## src/rtl/spi_master_mmio_pkg.sv

```systemverilog
// Shared definitions for the memory-mapped SPI master: register offsets,
// STATUS/CTRL bit positions and the shift engine state encoding.
package spi_master_mmio_pkg;

    // Word offsets inside the 16-byte register window
    localparam logic [3:0] REG_STATUS = 4'h0;
    localparam logic [3:0] REG_DATA   = 4'h4;
    localparam logic [3:0] REG_DIV    = 4'h8;

    // STATUS read bit positions
    localparam int STAT_BUSY     = 0;
    localparam int STAT_RX_NE    = 1;
    localparam int STAT_TX_FULL  = 2;
    localparam int STAT_CS_ACT   = 3;
    localparam int STAT_TX_OVF   = 4;
    localparam int STAT_RX_OVF   = 5;
    localparam int STAT_IE       = 6;

    // CTRL write bit positions (4 and 5 are write-1-to-clear for the flags)
    localparam int CTRL_CS       = 0;
    localparam int CTRL_CLR_TX   = 4;
    localparam int CTRL_CLR_RX   = 5;
    localparam int CTRL_IE       = 6;

    // Shift engine states
    typedef enum logic [1:0] {
        S_IDLE = 2'd0,
        S_LOAD = 2'd1,
        S_LOW  = 2'd2,
        S_HIGH = 2'd3
    } spi_state_t;

endpackage

```

## src/rtl/mmio_byte_fifo.sv

```systemverilog
// Byte-wide synchronous FIFO with occupancy counter. A pop and a push in the
// same cycle are both honoured when full (the pop frees the slot) and only
// the push takes effect when empty.
module mmio_byte_fifo #(
    parameter int DEPTH = 8
) (
    input  logic       r_clk,
    input  logic       rst_n,
    input  logic       push,
    input  logic       pop,
    input  logic [7:0] din,
    output logic [7:0] dout,
    output logic       full,
    output logic       empty
);

    localparam int AW = $clog2(DEPTH);

    logic [7:0]    mem [DEPTH];
    logic [AW-1:0] wr_ptr;
    logic [AW-1:0] rd_ptr;
    logic [AW:0]   count;
    logic          do_push;
    logic          do_pop;

    assign empty   = (count == '0);
    assign full    = (count == (AW+1)'(DEPTH));
    assign do_pop  = pop && !empty;
    assign do_push = push && (!full || do_pop);
    assign dout    = mem[rd_ptr];

    // Pointer and occupancy bookkeeping
    always_ff @(posedge r_clk) begin
        if (!rst_n) begin
            wr_ptr <= '0;
            rd_ptr <= '0;
            count  <= '0;
        end else begin
            if (do_push) begin
                wr_ptr <= wr_ptr + 1'b1;
            end
            if (do_pop) begin
                rd_ptr <= rd_ptr + 1'b1;
            end
            case ({do_push, do_pop})
                2'b10:   count <= count + 1'b1;
                2'b01:   count <= count - 1'b1;
                default: count <= count;
            endcase
        end
    end

    // Storage array; contents need no reset because count gates every read
    always_ff @(posedge r_clk) begin
        if (do_push) begin
            mem[wr_ptr] <= din;
        end
    end

endmodule

```

## src/rtl/spi_master_mmio.sv

```systemverilog
// SPI master (mode 0, MSB first) behind the picorv32 native memory bus.
// Firmware queues bytes into an 8-deep TX FIFO; the shift engine clocks them
// out while chip select is asserted and collects received bytes in an RX FIFO.
module spi_master_mmio #(
    parameter logic [31:0] BASE_ADDR  = 32'h0100_0100,
    parameter int          FIFO_DEPTH = 8,
    parameter logic [7:0]  DIV_RESET  = 8'd4
) (
    input  logic        r_clk,
    input  logic        rst_n,
    input  logic        mem_valid,
    input  logic [31:0] mem_addr,
    input  logic [31:0] mem_wdata,
    input  logic [3:0]  mem_wstrb,
    output logic        mem_ready,
    output logic [31:0] mem_rdata,
    output logic        sclk,
    output logic        mosi,
    input  logic        miso,
    output logic        cs_n,
    output logic        irq
);

    import spi_master_mmio_pkg::*;

    // Bus decode
    logic        sel;
    logic        act;
    logic        wr;
    logic        rd;
    logic [3:0]  reg_off;
    logic        ctrl_wr;
    logic        div_wr;

    // Control and status state
    logic        cs_req;
    logic        cs_req_next;
    logic        cs_active;
    logic        ie;
    logic        tx_ovf;
    logic        rx_ovf;
    logic [7:0]  div_reg;
    logic [31:0] status;
    logic [31:0] rd_word;

    // FIFO interfaces
    logic        tx_push;
    logic        tx_pop;
    logic [7:0]  tx_dout;
    logic        tx_full;
    logic        tx_empty;
    logic        tx_drop;
    logic        rx_push;
    logic        rx_pop;
    logic [7:0]  rx_dout;
    logic        rx_full;
    logic        rx_empty;
    logic        rx_drop;

    // Shift engine
    spi_state_t  state;
    logic [7:0]  shreg;
    logic [2:0]  bitcnt;
    logic [7:0]  divcnt;
    logic [7:0]  div_reload;

    logic        unused_bits;
    assign unused_bits = ^{mem_addr[1:0], mem_wdata[31:8]};

    // A request is acted on once; the cycle that carries mem_ready is dead
    assign sel     = mem_valid && (mem_addr[31:4] == BASE_ADDR[31:4]);
    assign act     = sel && !mem_ready;
    assign wr      = act && (mem_wstrb != 4'b0000);
    assign rd      = act && (mem_wstrb == 4'b0000);
    assign reg_off = {mem_addr[3:2], 2'b00};
    assign ctrl_wr = wr && (reg_off == REG_STATUS);
    assign div_wr  = wr && (reg_off == REG_DIV);

    assign cs_active   = !cs_n;
    assign cs_req_next = ctrl_wr ? mem_wdata[CTRL_CS] : cs_req;
    assign div_reload  = div_reg - 8'd1;

    // FIFO handshakes; a drop only happens when no pop frees a slot this cycle
    assign tx_push = wr && (reg_off == REG_DATA);
    assign tx_pop  = (state == S_IDLE) && !tx_empty && cs_req && cs_active;
    assign tx_drop = tx_push && tx_full && !tx_pop;
    assign rx_pop  = rd && (reg_off == REG_DATA) && !rx_empty;
    assign rx_push = (state == S_HIGH) && (divcnt == 8'd0) && (bitcnt == 3'd0);
    assign rx_drop = rx_push && rx_full && !rx_pop;

    assign irq = ie && !rx_empty;

    mmio_byte_fifo #(
        .DEPTH (FIFO_DEPTH)
    ) u_tx_fifo (
        .r_clk (r_clk),
        .rst_n (rst_n),
        .push  (tx_push),
        .pop   (tx_pop),
        .din   (mem_wdata[7:0]),
        .dout  (tx_dout),
        .full  (tx_full),
        .empty (tx_empty)
    );

    mmio_byte_fifo #(
        .DEPTH (FIFO_DEPTH)
    ) u_rx_fifo (
        .r_clk (r_clk),
        .rst_n (rst_n),
        .push  (rx_push),
        .pop   (rx_pop),
        .din   (shreg),
        .dout  (rx_dout),
        .full  (rx_full),
        .empty (rx_empty)
    );

    // Assemble the STATUS word from live state
    always_comb begin
        status               = '0;
        status[STAT_BUSY]    = (state != S_IDLE) || !tx_empty;
        status[STAT_RX_NE]   = !rx_empty;
        status[STAT_TX_FULL] = tx_full;
        status[STAT_CS_ACT]  = cs_active;
        status[STAT_TX_OVF]  = tx_ovf;
        status[STAT_RX_OVF]  = rx_ovf;
        status[STAT_IE]      = ie;
    end

    // Read data selection; an empty RX FIFO reads as all ones
    always_comb begin
        rd_word = '0;
        case (reg_off)
            REG_STATUS: rd_word = status;
            REG_DATA:   rd_word = rx_empty ? 32'hFFFF_FFFF : {24'h0, rx_dout};
            REG_DIV:    rd_word = {24'h0, div_reg};
            default:    rd_word = '0;
        endcase
    end

    // Bus acknowledge and registered read data
    always_ff @(posedge r_clk) begin
        if (!rst_n) begin
            mem_ready <= 1'b0;
            mem_rdata <= '0;
        end else begin
            mem_ready <= act;
            mem_rdata <= rd ? rd_word : 32'h0;
        end
    end

    // Control register, sticky flags, divider and chip select
    always_ff @(posedge r_clk) begin
        if (!rst_n) begin
            cs_req  <= 1'b0;
            ie      <= 1'b0;
            tx_ovf  <= 1'b0;
            rx_ovf  <= 1'b0;
            div_reg <= DIV_RESET;
            cs_n    <= 1'b1;
        end else begin
            cs_req <= cs_req_next;
            if (ctrl_wr) begin
                ie <= mem_wdata[CTRL_IE];
            end
            if (tx_drop) begin
                tx_ovf <= 1'b1;
            end else if (ctrl_wr && mem_wdata[CTRL_CLR_TX]) begin
                tx_ovf <= 1'b0;
            end
            if (rx_drop) begin
                rx_ovf <= 1'b1;
            end else if (ctrl_wr && mem_wdata[CTRL_CLR_RX]) begin
                rx_ovf <= 1'b0;
            end
            if (div_wr) begin
                div_reg <= (mem_wdata[7:0] == 8'd0) ? 8'd1 : mem_wdata[7:0];
            end
            // Releasing chip select waits for the engine to finish its byte
            cs_n <= !(cs_req_next || (cs_active && (state != S_IDLE)));
        end
    end

    // Shift engine: one byte per pop, sample on rising SCLK, shift on falling
    always_ff @(posedge r_clk) begin
        if (!rst_n) begin
            state  <= S_IDLE;
            sclk   <= 1'b0;
            mosi   <= 1'b0;
            bitcnt <= 3'd0;
            divcnt <= 8'd0;
        end else begin
            case (state)
                S_IDLE: begin
                    if (tx_pop) begin
                        shreg <= tx_dout;
                        state <= S_LOAD;
                    end
                end
                S_LOAD: begin
                    mosi   <= shreg[7];
                    bitcnt <= 3'd7;
                    divcnt <= div_reload;
                    state  <= S_LOW;
                end
                S_LOW: begin
                    if (divcnt == 8'd0) begin
                        sclk   <= 1'b1;
                        shreg  <= {shreg[6:0], miso};
                        divcnt <= div_reload;
                        state  <= S_HIGH;
                    end else begin
                        divcnt <= divcnt - 8'd1;
                    end
                end
                S_HIGH: begin
                    if (divcnt == 8'd0) begin
                        sclk <= 1'b0;
                        if (bitcnt == 3'd0) begin
                            state <= S_IDLE;
                        end else begin
                            mosi   <= shreg[7];
                            bitcnt <= bitcnt - 3'd1;
                            divcnt <= div_reload;
                            state  <= S_LOW;
                        end
                    end else begin
                        divcnt <= divcnt - 8'd1;
                    end
                end
                default: state <= S_IDLE;
            endcase
        end
    end

endmodule
```

## config.mk

```make
export PLATFORM = sky130hd
export DESIGN_NAME = spi_master_mmio
export DESIGN_NICKNAME = d
export VERILOG_FILES = /design/src/rtl/spi_master_mmio_pkg.sv /design/src/rtl/mmio_byte_fifo.sv /design/src/rtl/spi_master_mmio.sv
export SDC_FILE = /design/constraint.sdc
export NUM_CORES = 1
export LEC_CHECK = 0
export ABC_AREA = 1
export CORE_AREA = 10 10 188 190
export CTS_CLUSTER_SIZE = 28
export DETAILED_ROUTE_END_ITERATION = 10
export DIE_AREA = 0 0 198 200
export GPL_TIMING_DRIVEN = 0
export HOLD_SLACK_MARGIN = 0.06
export PLACE_DENSITY = 0.57
export SLEW_MARGIN = 10
export SYNTH_ARGS = -nofsm -noshare
export SYNTH_HDL_FRONTEND = slang
export SYNTH_HIERARCHICAL = 1
export SYNTH_SLANG_ARGS = --single-unit
```

## constraint.sdc

```tcl
create_clock -name r_clk -period 8.53 [get_ports r_clk]
set_input_delay 2.1325 -clock r_clk [delete_from_list [all_inputs] [get_ports r_clk]]
set_output_delay 2.1325 -clock r_clk [all_outputs]
set_load 0.01 [all_outputs]
```

==> metrics.md <==
| Metric | Value |
|---|---|
| Status | `finished clean` |
| Worst vdd ir | `between 0.0001 and 0.00015 V` |
| Most common cell in the netlist | `nor2_1` |
| Post-layout util | `between 30% and 40%` |
| Synth unique cells | `41` |
| Die height | `200 µm` |
| Arr. time, crit path | `between 5000 and 6000 ps` |
| Fin. Hold Viols | `0` |
| Post-synthesis compound-gate area fraction | `8.65%` |
| Dominant synthesized flop cell | `edfxtp_1` |
| Most frequent cells after synthesis | `nor2_1 (157), nand2_1 (139), edfxtp_1 (136), inv_1 (82), dfxtp_1 (64)` |
| Worst-Margin Slew | `874 ps` |
| Core area | `0.0314 mm²` |
| 1st-iter DRT viols | `534` |
| CTS Buffer Depth | `2` |
| Critical path class | `in2reg` |
| Ys async rst share | `0%` |
| TritonCTS clock tree | `done` |
| # DRC | `0` |
| Seq cells post-synth | `200` |
| Clk_lat worst skew | `between 400 and 500 ps` |
| Startpoint Class | `input port` |
| Post-Syn Area per Cell | `9.99 µm²` |
| ANT nets after route | `0` |
| Post-Syn Area | `just over 0.009 mm²` |
| Clock root cell | `clkbuf_16` |
| Worst path required time | `~9000 ps` |
| Largest regs | `u_rx_fifo/mem: 64 flops, u_tx_fifo/mem: 64 flops, mem_rdata: 9 flops` |
| Post-Synth XOR/XNOR Area | `0.658%` |
| Layout cells sized above 1 | `between 10% and 20%` |
| Ranking of synthesized cells by area | `edfxtp_1 (44%), dfxtp_1 (14%), nor2_1 (6.3%)` |
| CTS sink cnt | `200` |
| Combinational share of power | `6.4%` |
| Vias | `6701` |
| Final Cycle Share | `a little under three fifths` |
| Grt total ovfl | `0` |
| Post-synthesis mux area share | `4.41%` |
| Final setup violation count | `0` |
| Max Slew Vio Count | `0` |
| Simple-gate share of the synthesized area | `19.0%` |
| Top cell type's share of synthesized area | `between 40% and 50%` |
| Num rows | `65` |
| Post-synthesis sequential area ratio | `57.6%` |
| Leak | `4.15 nW` |
| Vias in the first global route | `6634` |
| Die ar. | `0.0396 mm²` |
| Cell area after layout | `0.0113 mm²` |
| Synth area leader | `edfxtp_1` |
| Highest clock rate | `0.205 GHz` |
| Cell Pwr Density | `between 150 and 200 mW/mm²` |
| Gpl congestion | `0.822` |
| Initial antenna violation count | `0` |
| Placed inst area | `0.0106 mm²` |
| Final setup margin | `between 3000 and 4000 ps` |
| # fillers | `~3200` |
| Resize count post-CTS | `0` |
| Sequential power share | `51.2%` |
| Ant. Diodes | `0` |
| Nets | `1119` |
| Net Switching | `approximately 0.51 mW` |
| GRT Total Usage | `11.2%` |
| Clock Skews | `14.3 ps` |
| Crit path time final | `4870 ps` |
| RSZ-0062 raised after global routing | `false` |
| First-pass detailed-route iteration total | `5` |
| Area Overhead vs Synth | `21.2%` |
| Starting Density | `29.7%` |
| Clock-pin slew on the worst setup and hold paths | `80 ps` |
| H-Tree Depth | `4` |
| Slew headroom | `41.5%` |
| Largest net degree at the start of global routing | `25` |
| TritonCTS Buffers | `17` |
| Clock power share | `42.4%` |
| Syn Inst Count | `about 930` |
| Dpl hpwl | `about 16 mm` |
| I/O pins | `between 100 and 150` |
| Max Cap Viol | `0` |
| Type of the tightest min-delay check | `reg2reg` |
| CP Capture Type | `register` |
| Placed insts | `1415` |
| Worst-path fanout max | `6` |
| DIE WIDTH | `between 150 and 200 µm` |
| Avg WL per Cell | `15.2 µm` |
| First-pass GRT wire length | `34.9 mm` |
| Post-CTS setup buffers | `0` |
| Adder-Cell Fraction of Synth Area | `about 2.2%` |
| Post-DR vias/cell | `4.63` |
| Finished Layout Cells | `1447` |
| Switching part of the total | `between 20% and 30%` |
| Largest family of logic cells by synthesized area | `simple AND/OR/NAND/NOR gates` |
| Fin Setup TNS | `0 ps` |
| Hold_buf cts | `0` |
| Post-Place Worst Slack | `about 3200 ps` |
| Syn_nets | `1019` |
| IO Port Bufs | `81` |
| Ys Warns | `6` |
| Multi-input logic area | `~0.0033 mm²` |
| EDFF count, synth | `approximately 140` |
| Final wirelength | `22.0 mm` |
| Cell Int Power | `1.53 mW` |
| Sequential cell area | `between 0.005 and 0.006 mm²` |
-- cells by family (layout without fill, tap and decap cells) --
| group | Yosys count | count (layout) |
|---|---|---|
| flops | 200 | 200 |
| xor+xnor | 7 | 7 |
| mux | 40 | 40 |
| simple gates | 390 | 390 |
| fa+ha+maj | 15 | 15 |
| buf+inv | 141 | 254 |
| compound gates | 139 | 139 |
-- through the flow --
| step | power (mW) | hold WS, ps |
|---|---|---|
| final | 2.04 | 452 |
| after global routing | 2.11 | 482 |
| after CTS | 2.07 | 459 |
| after detailed placement | 1.20 | 448 |
| after global placement | 1.20 | 439 |
| after floorplan | 1.15 | 433 |
-- power groups by stage --
stage | Sequential [mW] | Clock [mW] | Combinational, mW
2_1_floorplan | 1.07 | 0 | 0.0819
3_3_place_gp | 1.07 | 0 | 0.130
3_5_place_dp | 1.07 | 0 | 0.131
4_1_cts | 1.05 | 0.889 | 0.132
5_1_grt | 1.05 | 0.921 | 0.146
6_report | 1.05 | 0.867 | 0.131
-- path summary, 6_finish.rpt --
check	start	slack, ps	depth (start not counted)	to
worst min-delay path	mosi	450	2	mosi
worst max register to register	mem_ready	5530	15	u_tx_fifo/count[3]
worst min register to register	mosi	450	2	mosi
worst max-delay path	mem_valid	3660	17	u_tx_fifo/count[3]
-- worst max-delay path, cell delays in order --
cell and delay [ps]:
clkdlybuf4s50_1 480, inv_1 40, nor2_1 80, nand2_1 50, nor2_1 90, nand2_1 100
nor2_4 200, inv_2 80, nor3_1 600, inv_1 170, nand3_2 200, inv_1 80
ha_1 320, a21oi_1 200, nand3_1 120, a21oi_1 190, nor2_2 60
-- area by class of cell --
class | count | area share, %
multi-input cells | 591 | 28.8
repair buffers | 81 | 7.18
plain buffers | 49 | 3.07
flip-flops and latches | 200 | 47.5
well taps | 402 | 4.46
inverters | 92 | 3.10
clock buffers | 17 | 3.77
clock inverters | 15 | 2.07
-- cell usage in the layout (no fill, tap or decap), types with 17 or more instances in the layout --
master / Yosys / routed
nor2_1: 157 / 157
nand2_1: 139 / 139
edfxtp_1: 136 / 136
inv_1: 82 / 82
clkdlybuf4s50_1: 0 / 81
dfxtp_1: 64 / 64
o21ai_0: 46 / 46
nand3_1: 37 / 37
o22ai_1: 36 / 36
mux2i_1: 32 / 32
a21oi_1: 31 / 31
buf_4: 29 / 29
clkbuf_16: 0 / 17
-- layer usage --
metal,up-vias,global-route usage (%),wire (µm)
li1,3343,-,-
met1,3191,13.6,9530
met2,154,19.7,11100
met3,13,2.49,1160
met4,0,2.93,159
met5,-,0,0
Note: power is estimated with default switching activity, not from simulation.
